===== config.mk =====
export PLATFORM = sky130hd
export DESIGN_NAME = sram_tester
export DESIGN_NICKNAME = d
export VERILOG_FILES = /design/src/rtl/sram_test_pkg.sv /design/src/rtl/sram_tester_chk.sv /design/src/rtl/sram_tester.sv
export SDC_FILE = /design/constraint.sdc
export NUM_CORES = 1
export LEC_CHECK = 0
export ABC_AREA = 1
export CORE_UTILIZATION = 54
export DETAILED_ROUTE_END_ITERATION = 6
export MAX_ROUTING_LAYER = met4
export PLACE_DENSITY_LB_ADDON = 0.1
export SETUP_SLACK_MARGIN = 0.15
export SYNTH_ARGS = -nofsm -noshare
export SYNTH_HDL_FRONTEND = slang
export SYNTH_HIERARCHICAL = 1
export SYNTH_SLANG_ARGS = --single-unit

===== constraint.sdc =====
create_clock -name clk -period 2.6 [get_ports clk]
set_input_delay 0.39 -clock clk [delete_from_list [all_inputs] [get_ports clk]]
set_output_delay 0.39 -clock clk [all_outputs]
set_load 0.005 [all_outputs]

===== src/rtl/sram_test_pkg.sv =====
// rtl/sram_test_pkg.sv - shared types, constants and pattern function for the SRAM tester
package sram_test_pkg;

    localparam int CNT_W = 16;

    typedef enum logic [2:0] {
        IDLE,
        WR_REQ,
        RD_REQ,
        RD_WAIT,
        PASS_END,
        DONE
    } state_t;

    // Callers truncate to their data width; inversion on odd seeds covers both polarities per bit.
    function automatic logic [31:0] pat(input logic [31:0] addr, input logic [31:0] seed);
        logic [31:0] x;
        x = addr ^ seed;
        return seed[0] ? ~x : x;
    endfunction

endpackage


===== src/rtl/sram_tester_chk.sv =====
// rtl/sram_tester_chk.sv - read-data compare, saturating error counter and first-error capture
module sram_tester_chk
    import sram_test_pkg::*;
#(
    parameter int ADDR_WIDTH = 19,
    parameter int DATA_WIDTH = 8
) (
    input  logic                  clk,
    input  logic                  reset,
    input  logic                  clear,
    input  logic                  valid,
    input  logic [ADDR_WIDTH-1:0] addr,
    input  logic [DATA_WIDTH-1:0] exp_data,
    input  logic [DATA_WIDTH-1:0] got_data,
    output logic [CNT_W-1:0]      err_count,
    output logic [ADDR_WIDTH-1:0] first_err_addr,
    output logic [DATA_WIDTH-1:0] first_err_exp,
    output logic [DATA_WIDTH-1:0] first_err_got
);

    always_ff @(posedge clk) begin
        if (reset || clear) begin
            err_count      <= '0;
            first_err_addr <= '0;
            first_err_exp  <= '0;
            first_err_got  <= '0;
        end else if (valid && (exp_data != got_data)) begin
            if (err_count == '0) begin
                first_err_addr <= addr;
                first_err_exp  <= exp_data;
                first_err_got  <= got_data;
            end
            if (err_count != '1) begin
                err_count <= err_count + 1'b1;
            end
        end
    end

endmodule


===== src/rtl/sram_tester.sv =====
// rtl/sram_tester.sv - write/read-back pattern generator and checker for the SRAM controller
module sram_tester
    import sram_test_pkg::*;
#(
    parameter int ADDR_WIDTH = 19,
    parameter int DATA_WIDTH = 8,
    parameter int ADDR_LAST  = 2**19-1,
    parameter int TIMEOUT    = 255
) (
    input  logic                  clk,
    input  logic                  reset,
    input  logic                  start,
    input  logic                  loop,
    input  logic                  stop,
    output logic                  busy,
    output logic                  done,
    output logic                  timeout,
    output logic [CNT_W-1:0]      err_count,
    output logic [ADDR_WIDTH-1:0] first_err_addr,
    output logic [DATA_WIDTH-1:0] first_err_exp,
    output logic [DATA_WIDTH-1:0] first_err_got,
    output logic [CNT_W-1:0]      pass_count,
    output logic                  sram_req,
    input  logic                  sram_ack,
    output logic [ADDR_WIDTH-1:0] sram_addr,
    output logic                  sram_rh_wl,
    output logic [DATA_WIDTH-1:0] sram_data_w,
    input  logic [DATA_WIDTH-1:0] sram_data_r,
    input  logic                  sram_data_r_en
);

    localparam logic [ADDR_WIDTH-1:0] LAST    = ADDR_WIDTH'(ADDR_LAST);
    localparam int                    WD_W    = $clog2(TIMEOUT + 1);
    localparam logic [WD_W-1:0]       WD_LAST = WD_W'(TIMEOUT - 1);

    state_t                state_q, state_d;
    logic [ADDR_WIDTH-1:0] addr_q, addr_d;
    logic [DATA_WIDTH-1:0] seed_q, seed_d;
    logic [WD_W-1:0]       wd_q, wd_d;
    logic                  stop_q, stop_d;
    logic                  req_q, req_d;
    logic                  rh_wl_q, rh_wl_d;
    logic [DATA_WIDTH-1:0] data_w_q, data_w_d;
    logic                  timeout_q, timeout_d;
    logic [CNT_W-1:0]      pass_q, pass_d;
    logic                  cmp_valid;
    logic                  clear;
    logic [31:0]           pat_full;
    logic [DATA_WIDTH-1:0] cur_pat;

    assign pat_full = pat(32'(addr_q), 32'(seed_q));
    assign cur_pat  = pat_full[DATA_WIDTH-1:0];

    always_ff @(posedge clk) begin
        if (reset) begin
            state_q   <= IDLE;
            addr_q    <= '0;
            seed_q    <= '0;
            wd_q      <= '0;
            stop_q    <= 1'b0;
            req_q     <= 1'b0;
            rh_wl_q   <= 1'b0;
            data_w_q  <= '0;
            timeout_q <= 1'b0;
            pass_q    <= '0;
        end else begin
            state_q   <= state_d;
            addr_q    <= addr_d;
            seed_q    <= seed_d;
            wd_q      <= wd_d;
            stop_q    <= stop_d;
            req_q     <= req_d;
            rh_wl_q   <= rh_wl_d;
            data_w_q  <= data_w_d;
            timeout_q <= timeout_d;
            pass_q    <= pass_d;
        end
    end

    always_comb begin
        state_d   = state_q;
        addr_d    = addr_q;
        seed_d    = seed_q;
        wd_d      = wd_q;
        stop_d    = stop_q | (stop & busy);
        req_d     = req_q;
        rh_wl_d   = rh_wl_q;
        data_w_d  = data_w_q;
        timeout_d = timeout_q;
        pass_d    = pass_q;
        cmp_valid = 1'b0;
        clear     = 1'b0;

        case (state_q)
            IDLE: begin
                if (start) begin
                    state_d   = WR_REQ;
                    addr_d    = '0;
                    seed_d    = '0;
                    wd_d      = '0;
                    stop_d    = 1'b0;
                    timeout_d = 1'b0;
                    pass_d    = '0;
                    clear     = 1'b1;
                end
            end
            WR_REQ, RD_REQ: begin
                if (req_q && sram_ack) begin
                    req_d = 1'b0;
                    wd_d  = '0;
                    if (state_q == WR_REQ) begin
                        if (addr_q == LAST) begin
                            addr_d  = '0;
                            state_d = RD_REQ;
                        end else begin
                            addr_d = addr_q + 1'b1;
                        end
                    end else if (sram_data_r_en) begin
                        cmp_valid = 1'b1;
                        if (addr_q == LAST) state_d = PASS_END;
                        else                addr_d  = addr_q + 1'b1;
                    end else begin
                        state_d = RD_WAIT;
                    end
                end else if (wd_q == WD_LAST) begin
                    timeout_d = 1'b1;
                    req_d     = 1'b0;
                    state_d   = DONE;
                end else begin
                    wd_d = wd_q + 1'b1;
                    // Raising req here guarantees one idle cycle after every ack.
                    if (!req_q) begin
                        req_d    = 1'b1;
                        rh_wl_d  = (state_q == RD_REQ);
                        data_w_d = cur_pat;
                    end
                end
            end
            RD_WAIT: begin
                if (sram_data_r_en) begin
                    cmp_valid = 1'b1;
                    wd_d      = '0;
                    if (addr_q == LAST) begin
                        state_d = PASS_END;
                    end else begin
                        addr_d  = addr_q + 1'b1;
                        state_d = RD_REQ;
                    end
                end else if (wd_q == WD_LAST) begin
                    timeout_d = 1'b1;
                    state_d   = DONE;
                end else begin
                    wd_d = wd_q + 1'b1;
                end
            end
            PASS_END: begin
                pass_d = pass_q + 1'b1;
                seed_d = seed_q + 1'b1;
                wd_d   = '0;
                addr_d = '0;
                if (loop && !(stop_q || stop)) state_d = WR_REQ;
                else                           state_d = DONE;
            end
            DONE: begin
                state_d = IDLE;
            end
            default: begin
                state_d = IDLE;
            end
        endcase
    end

    assign busy        = (state_q != IDLE) && (state_q != DONE);
    assign done        = (state_q == DONE);
    assign timeout     = timeout_q;
    assign pass_count  = pass_q;
    assign sram_req    = req_q;
    assign sram_addr   = addr_q;
    assign sram_rh_wl  = rh_wl_q;
    assign sram_data_w = data_w_q;

    sram_tester_chk #(
        .ADDR_WIDTH(ADDR_WIDTH),
        .DATA_WIDTH(DATA_WIDTH)
    ) u_chk (
        .clk           (clk),
        .reset         (reset),
        .clear         (clear),
        .valid         (cmp_valid),
        .addr          (addr_q),
        .exp_data      (cur_pat),
        .got_data      (sram_data_r),
        .err_count     (err_count),
        .first_err_addr(first_err_addr),
        .first_err_exp (first_err_exp),
        .first_err_got (first_err_got)
    );

endmodule


# Word level (Yosys, flattened, before mapping)
# Cells that the tools add are included.
# word_totals
reg_bits	117
in_bits	15
word_cells	106
out_inout_bits	99
# op_classes
eq_ne	16
n_mux	42
bitwise_logic	7
n_reduce_logical	22
addsub	5
# ops
op	count
19-bit 2-to-1 mux	6
19-bit one-hot mux with 4 select lines	1
8-bit 2-to-1 mux	5
16-bit by 1-bit adder with 16-bit output, second input constant	2
16-bit one-hot mux with 2 select lines	1
8-bit one-hot mux with 4 select lines	1
3-bit 2-to-1 mux	10
19-bit by 1-bit adder with 19-bit output, second input constant	1
19-bit == test, second input constant	1
8-bit by 1-bit adder with 8-bit output, second input constant	2
16-bit logical NOT	1
16-bit 2-to-1 mux	1
16-bit != test, second input constant	1
8-bit one-hot mux with 2 select lines	1
1-bit 2-to-1 mux	13
3-bit one-hot mux with 4 select lines	1
8-bit == test, second input constant	1
2-bit != test, second input constant	4
4-bit != test, second input constant	2
8-bit != test	1
8-bit NOT	1
2-bit AND reduction	4
4-bit AND reduction	2
8-bit XOR	1
other kinds (18)	28

# Longest topological paths before layout
# Gate-level depths: netlist of the first run.
# depth
depth_word	6
mapped_depth	14
depth_no_buf	14

# Cells and area by module
# Netlist of the first run, hierarchy kept.
# modules_own_cells
module	n_inst	area_per_inst_um2	cells_per_inst	seq_area_each_um2
sram_tester	1	4235.3	652	1321.3
sram_tester_chk	1	2681.3	445	1021.0

# Least setup slack after synthesis of the first run
# No wires, ideal clock.
# synth_path
kind	register -> register
start	register state_q[1]
end	register u_chk.first_err_exp[7]
period_less_slack_ns	1.998
path_slack_ns	0.602
path_buffers	2
required_time_ns	2.487
stages_incl_launch_ff	14
setup_ns	0.113
t_arrival_ns	1.885
path_cell_list	dfxtp_1 > inv_2 > nor2_4 > inv_2 > nor2_1 > inv_2 > nor2_1 > inv_1 > o21ai_0 > clkbuf_1 > nand3_1 > buf_2 > nor2_1 > nor2_1
# synth_between
elab_chain_len	6
elab_cells_between_ends	12
cone_classes	eq/ne: 3; mux: 4; reduce/logical: 5
# synth_lines
element	line	rtl
start: declaration	sram_tester.sv:36	state_t state_q, state_d;
start signal: assignment	sram_tester.sv:67	state_q <= state_d;
3-bit by 1-bit == test with 1-bit output	sram_tester.sv:94, sram_tester.sv:111	
1-bit 2-to-1 mux	sram_tester.sv:111	if (state_q == WR_REQ) begin
1-bit 2-to-1 mux	sram_tester.sv:108	if (req_q && sram_ack) begin
1-bit one-hot mux with 2 select lines (*)	sram_tester.sv:94	case (state_q)
via cmp_valid	sram_tester.sv:46	logic cmp_valid;
1-bit logical AND (*)	sram_tester_chk.sv:27	end else if (valid && (exp_data != got_data)) begin
2-bit AND reduction (no line) (*)	--	
end signal: assignment	sram_tester_chk.sv:30	first_err_exp <= exp_data;
end: declaration	sram_tester_chk.sv:17	output logic [DATA_WIDTH-1:0] first_err_exp,
# The timed path passes the listed nets; every way through them passes the cells marked *.
# A chain may end at the register's enable or synchronous reset.

# Worst setup path after layout of the first run
# Ends and elaborated chain as after synthesis.

==> results of run 1 <==
flip-flops by register name, indices dropped and copies added (netlist names):
name	flops
wd_q	8
u_chk/first_err_addr	19
sram_addr	19
sram_data_w	8
u_chk/first_err_exp	8
sram_req	1
pass_count	16
seed_q	8
timeout	1
u_chk/first_err_got	8
state_q	3
stop_q	1
sram_rh_wl	1
u_chk/err_count	16
cell type report:
| cell class | instances | area share |
|---|---|---|
| clock buffer | 24 | 0.0531 |
| clock inverter | 8 | 0.0214 |
| inverter | 123 | 0.0515 |
| multi-input combinational | 818 | 0.437 |
| sequential | 117 | 0.258 |
| tap | 168 | 0.0232 |
| timing repair buffer | 148 | 0.156 |
cell families (layout without fill, tap and decap cells):
logic type | count (synthesis) | in the layout | share of synthesized area
and+or+nand+nor | 645 | 645 | 0.401
buffers and inverters | 162 | 303 | 0.0961
AOI/OAI and AO/OA | 133 | 133 | 0.110
DFF | 117 | 117 | 0.339
xor gates and xnor gates | 32 | 32 | 0.0405
adders and majority gates | 8 | 8 | 0.0145
stage by stage:
step	instance area [µm²]	setup WS (ps)	hold WS [ps]	util
5_1_grt	9080	174	487	0.740
2_1_floorplan	6920	602	429	-
3_3_place_gp	8350	223	439	0.681
4_1_cts	9020	248	450	0.736
3_5_place_dp	8350	105	442	0.681
6_report	9080	336	448	0.740
layer usage:
metal  wire length (µm)  vias up
li1                   -     3719
met1               8540     3314
met2               9180      255
met3               1180       46
met4                426        0
met5                  0        -
placed cells by master, fill, tap and decap left out, types with 2 or more instances in the layout:
cell type / instances
nor2_1: 183
o21ai_0: 34
a32o_1: 3
clkbuf_8: 3
nand3_1: 56
nand3b_1: 2
a211oi_1: 5
nand2_1: 320
nor3_2: 2
nor2_2: 9
inv_2: 12
clkbuf_16: 17
xnor2_1: 14
o21ai_2: 2
nor3_1: 12
a31oi_1: 3
nand4_1: 26
xor2_1: 12
o21ai_1: 5
dfxtp_1: 116
o21bai_1: 2
a21oi_2: 3
inv_1: 107
inv_4: 2
buf_4: 32
clkdlybuf4s50_1: 113
nand2_2: 13
or2_2: 6
nand2_4: 4
clkbuf_1: 4
a311oi_1: 2
nand3_2: 3
a221oi_1: 2
nor2_4: 7
bufinv_16: 6
clkinv_2: 2
a21oi_1: 67
ha_1: 8
buf_6: 2
xor2_2: 6
how the worst max path moves through the flow:
stage                                    endpoint  cells after the start  slack (ps)         start
after floorplan            u_chk/first_err_exp[7]                     13         600    state_q[1]
after global placement    u_chk/first_err_addr[2]                     10         220      sram_ack
after detailed placement   u_chk/first_err_exp[7]                     10         110      sram_ack
after CTS                  u_chk/first_err_got[1]                     11         250  sram_addr[2]
after global routing                 sram_addr[0]                     11         170  sram_addr[1]
final                      u_chk/first_err_exp[7]                     13         340    state_q[1]
critical path, delay by kind of cell (launching register included):
kind	cells	cell delay (ps)
DFF	1	430
buffers and inverters	6	760
and+or+nand+nor	6	790
AOI/OAI and AO/OA	1	150
synthesized netlist by cell type (4+ instances only):
library cell / n
a211oi_1: 5
a21oi_1: 67
buf_2: 16
clkbuf_1: 16
dfxtp_1: 117
ha_1: 8
inv_1: 107
inv_2: 12
nand2_1: 320
nand2_2: 13
nand2_4: 4
nand3_1: 57
nand4_1: 26
nor2_1: 184
nor2_2: 9
nor2_4: 6
nor3_1: 12
o21ai_0: 35
o21ai_1: 4
or2_2: 6
xnor2_1: 14
xor2_1: 18
report_power, final:
group          switching (mW)  internal (mW)  total (mW)
logic                   0.388          0.225       0.612
clock network           0.825           1.87        2.70
registers              0.0321           1.84        1.87
total                    1.24           3.93        5.18
==> summary.txt, run 1 <==
Floorplanning
  – Die height: roughly 120 µm
  – Number of I/O pins: ~110
  – Core Box Area: 12300 µm²
  – FP Rows: 40
  – Die width: 115 µm
  – Die area: 13300 µm²
  – Initial Util: 0.564

Yosys
  – Mapped cell area: approximately 7000 µm²
  – Dominant cells by area after synthesis: dfxtp_1, nand2_1, nor2_1
  – Synth warn: 6
  – Syn avg cell area: 6.31 µm²
  – Post-Syn Instances: 1097
  – Post-synth EDFFs: 0
  – Area leader, netlist: dfxtp_1
  – Ys flop type: dfxtp_1
  – Synth top area share: 0.339
  – Sequential area share after synthesis: 0.339
  – Asr flop ratio synth: 0
  – #FFs+latches synth: 117
  – Count of different cell masters after synthesis: 46
  – Syn_nets: between 1000 and 1500

Layout
  – Area growth syn-to-layout: 31.3%
  – Fillers: 1054
  – Layout Nets: 1248
  – Area occupied by multi-input gates: between 3000 and 4000 µm²
  – Fin cells: 1406
  – Ratio of cells with drive above 1 in the final layout: 0.110
  – Antenna cells: 0
  – Register area: 2340 µm²

GRT
  – Initial antenna violation count: 0
  – Met1 Usage GRT: 0.390
  – Gr usage total: 0.315
  – First-pass GRT wire length: 31.8 mm
  – M2 GR Usage: 0.505
  – Global Route met3 Usage: 0.0596
  – GRT Residual Overflow: 0
  – Vias in the first global route: 6740
  – GR peak layer: met2
  – Largest net degree at the start of global routing: 39

Place
  – DP HPWL: 13.6 mm
  – Gp weighted congestion: 0.949
  – Placed Cells: 1374
  – Port bufs: 113

Clock network
  – Clock Tree Buf Depth: 2
  – Setup bufs post-CTS: 0
  – TritonCTS clock tree: yes
  – Num Clock Sinks: 117
  – H-tree Lvls: 4
  – Cts repair resizes: 0
  – CTS Buf Count: 17
  – CTS Root Cell: clkbuf_16
  – Clock Latency Late Sink: between 400 and 500 ps
  – Clk pin slew, worst setup/hold paths: 50 ps
  – # hold bufs at CTS: 0

Routing
  – Starting DRT DRC Count: between 700 and 800
  – DR WL/cell: approximately 14 µm
  – DR DRC count: 0
  – Drt via density: between 5 and 6
  – Via count: 7334
  – Pre-Repair DR Iteration Count: 5
  – Antenna-violating nets left: 0
  – Final wirelength: 19.3 mm

Job
  – Maxcap violations: 0

Power and ir drop
  – Power per cell area: 570 nW/µm²
  – Worst vdd ir: 0.652 mV
  – P_leak: 3.86 nW
  – Total power: roughly 5.2 mW

Timing
  – Setup Skew: 13.3 ps
  – Worst-Margin Slew: 560 ps
  – Final Hold Violating Endpoints: 0
  – Unrepaired setup endpoints after global routing: no
  – Tcrit/Tclk final: 0.871
  – Setup tns final: 0 ps
  – Crit path time final: around 2300 ps
  – Slew Viols, Final: 0
  – Maximum clock rate: 442 MHz
  – Slew HR: 0.626
  – Final setup violation count: 0

Setup path
  – CP max stage delay: 430 ps
  – Max FO, Critical Path: 38
  – Crit Reg-Reg Startpoint: state_q[1]
  – Reg-to-Reg End: u_chk/first_err_exp[7]
  – Crit path capture type: flop
  – Most used cell, CP: nor2_1
  – Critical-path top delay cell: dfxtp_1
  – Worst R2R Setup Slack: 340 ps
  – Worst path arrival time: 2580 ps
  – Setup Crit Path Kind: reg2reg
  – Reg2Reg Depth: 13
  – WP data required: 2920 ps
  – Crit-path cells: inv_2, nor2_4, inv_2, nor2_1, inv_2, nor2_1, inv_1, o21ai_1, buf_12, nand3_2, buf_6, nor2_1, nor2_1
  – Crit path launch type: flop

Hold path
  – Hold WC Path Type: reg2reg
  – Hold-critical path depth: 2
  – Hold endpoint: stop_q
  – HP Start: stop_q

Status
  – Outcome: finished, final reports clean
Note: power is estimated with default switching activity, not from simulation.
==> inputs of run 2 (changes only) <==
- CTS_CLUSTER_DIAMETER: not set -> 60
==> results of run 2 <==
Same layout as run 1: the final DEF is identical, and so are final timing and power.
==> inputs of run 3 (changes only) <==
- CORE_ASPECT_RATIO: not set -> 0.75
- SKIP_CTS_REPAIR_TIMING: not set -> 1
==> run 3 against run 2 <==
Worst setup slack got worse by 50 ps. Clock power decreased by 16%. Clock skew decreased by 3.9 ps. Register-to-register slack got worse by 50 ps. Die area about the same. Critical path depth decreased by 2. Highest routed layer unchanged. Largest power group unchanged. Worst hold slack improved by 4.7 ps.
==> summary.txt, run 3 (same netlist as run 1, synthesis figures left out) <==
Status
  – Outcome: finished, final reports clean

GRT
  – Vias in the first global route: 6553
  – Initial antenna violation count: 0
  – First-pass GRT wire length: 31.9 mm
  – Gr usage total: 0.309
  – GRT Residual Overflow: 0
  – Largest net degree at the start of global routing: 46

Floorplanning
  – Number of I/O pins: 114
  – Core Box Area: 12400 µm²
  – FP Rows: 35
  – Die height: 100 µm
  – Die width: 133 µm
  – Die area: about 13000 µm²
  – Initial Util: 0.558

Routing
  – DR WL/cell: between 10 and 15 µm
  – Antenna-violating nets left: 0
  – Via count: 7456
  – Starting DRT DRC Count: 557
  – Pre-Repair DR Iteration Count: 7
  – Drt via density: between 5 and 6
  – Final wirelength: 19.7 mm
  – DR DRC count: 0

Setup path
  – Crit path capture type: flop
  – Crit Reg-Reg Startpoint: sram_addr[2]
  – Worst path arrival time: ~2600 ps
  – Reg-to-Reg End: u_chk/err_count[15]
  – Max FO, Critical Path: 17
  – WP data required: 2910 ps
  – Setup Crit Path Kind: reg2reg
  – Crit path launch type: flop
  – Reg2Reg Depth: 11
  – Worst R2R Setup Slack: 290 ps

Layout
  – Fillers: around 1100
  – Ratio of cells with drive above 1 in the final layout: 0.110
  – Area occupied by multi-input gates: 3940 µm²
  – Register area: 2340 µm²
  – Commonest non-fill, non-tap cell in the layout: nand2_1
  – Layout Nets: between 1000 and 1500
  – Area growth syn-to-layout: 29.4%
  – Antenna cells: 0
  – Most frequent cells in the layout: nand2_1, nor2_1, dfxtp_1, clkdlybuf4s50_1, inv_1

Clock network
  – Clk pin slew, worst setup/hold paths: around 60 ps
  – Num Clock Sinks: 117
  – Clock Latency Late Sink: approximately 420 ps
  – H-tree Lvls: 4
  – CTS Buf Count: 17
  – CTS Root Cell: clkbuf_16
  – TritonCTS clock tree: yes
  – Clock Tree Buf Depth: 2

Timing
  – Worst-Margin Slew: 1040 ps
  – Setup Skew: 9.36 ps
  – Maximum clock rate: 432 MHz
  – Setup tns final: 0 ps
  – Unrepaired setup endpoints after global routing: no
  – Crit path time final: 2310 ps
  – Final Hold Violating Endpoints: 0
  – Slew Viols, Final: 0
  – Final setup violation count: 0
  – Slew HR: 0.307
  – Tcrit/Tclk final: 0.890
  – Worst hold slack: 452 ps

Place
  – Gp weighted congestion: between 0.9 and 1
  – Port bufs: 113
  – DP HPWL: approximately 14 mm

Power and ir drop
  – Worst vdd ir: 0.460 mV
  – Power per cell area: about 530 nW/µm²
  – P_leak: ~3.8 nW

Job
  – Maxcap violations: 0

Hold path
  – Hold endpoint: stop_q
  – HP Start: stop_q
  – Hold WC Path Type: reg2reg
  – Hold-critical path depth: 2
-- run 3: power breakdown --
group	total [mW]	switching [mW]	internal [mW]
Clock	2.28	0.941	1.34
Sequential	1.86	0.0302	1.83
Combinational	0.615	0.393	0.221
Total	4.76	1.36	3.40
-- run 3: metal layers --
metal,wire length (µm),track usage,vias to the layer above,share of wire
met1,9300,0.419,3407,0.47
met5,0,-,-,0
li1,-,-,3732,-
met2,8750,0.472,281,0.44
met3,1380,0.0540,36,0.070
met4,264,0.0884,0,0.013
-- run 3: final cells by class --
cell class / instances / share of cell area
clock buffers: 18 / 0.0480
clock inverters: 14 / 0.0161
inverters: 123 / 0.0523
multi-input cells: 819 / 0.440
flip-flops and latches: 117 / 0.262
well taps: 166 / 0.0232
repair buffers: 149 / 0.158
-- run 3: critical path: stages, from the launching register on --
cell and delay (ps):
dfxtp_1 510, xnor2_1 180, xor2_1 390, xnor2_1 200, nand2_1 90, nor2_1 120
nand2_2 80, buf_4 200, nand2_1 190, nor2_1 100, nor2_1 90, nor2_1 50
-- run 3: metrics by stage --
stage | power [mW] | setup WS [ps] | cells | utilization | instance area, µm²
4_1_cts | 4.78 | 270 | 1405 | 0.720 | 8930
6_report | 4.76 | 285 | 1406 | 0.722 | 8950
2_1_floorplan | 2.27 | 602 | 1097 | - | 6920
3_5_place_dp | 2.50 | 126 | 1373 | 0.674 | 8350
3_3_place_gp | 2.49 | 207 | 1373 | 0.674 | 8350
5_1_grt | 4.95 | 121 | 1406 | 0.722 | 8950
-- run 3: worst max-delay path by stage --
stage              startpoint  cells after the start                endpoint
4_1_cts          sram_addr[5]                     12  u_chk/first_err_exp[0]
3_3_place_gp   sram_data_r_en                     11  u_chk/first_err_exp[1]
5_1_grt          sram_addr[2]                     11     u_chk/err_count[15]
3_5_place_dp   sram_data_r_en                     11  u_chk/first_err_exp[3]
2_1_floorplan      state_q[1]                     13  u_chk/first_err_exp[7]
6_report         sram_addr[2]                     11     u_chk/err_count[15]
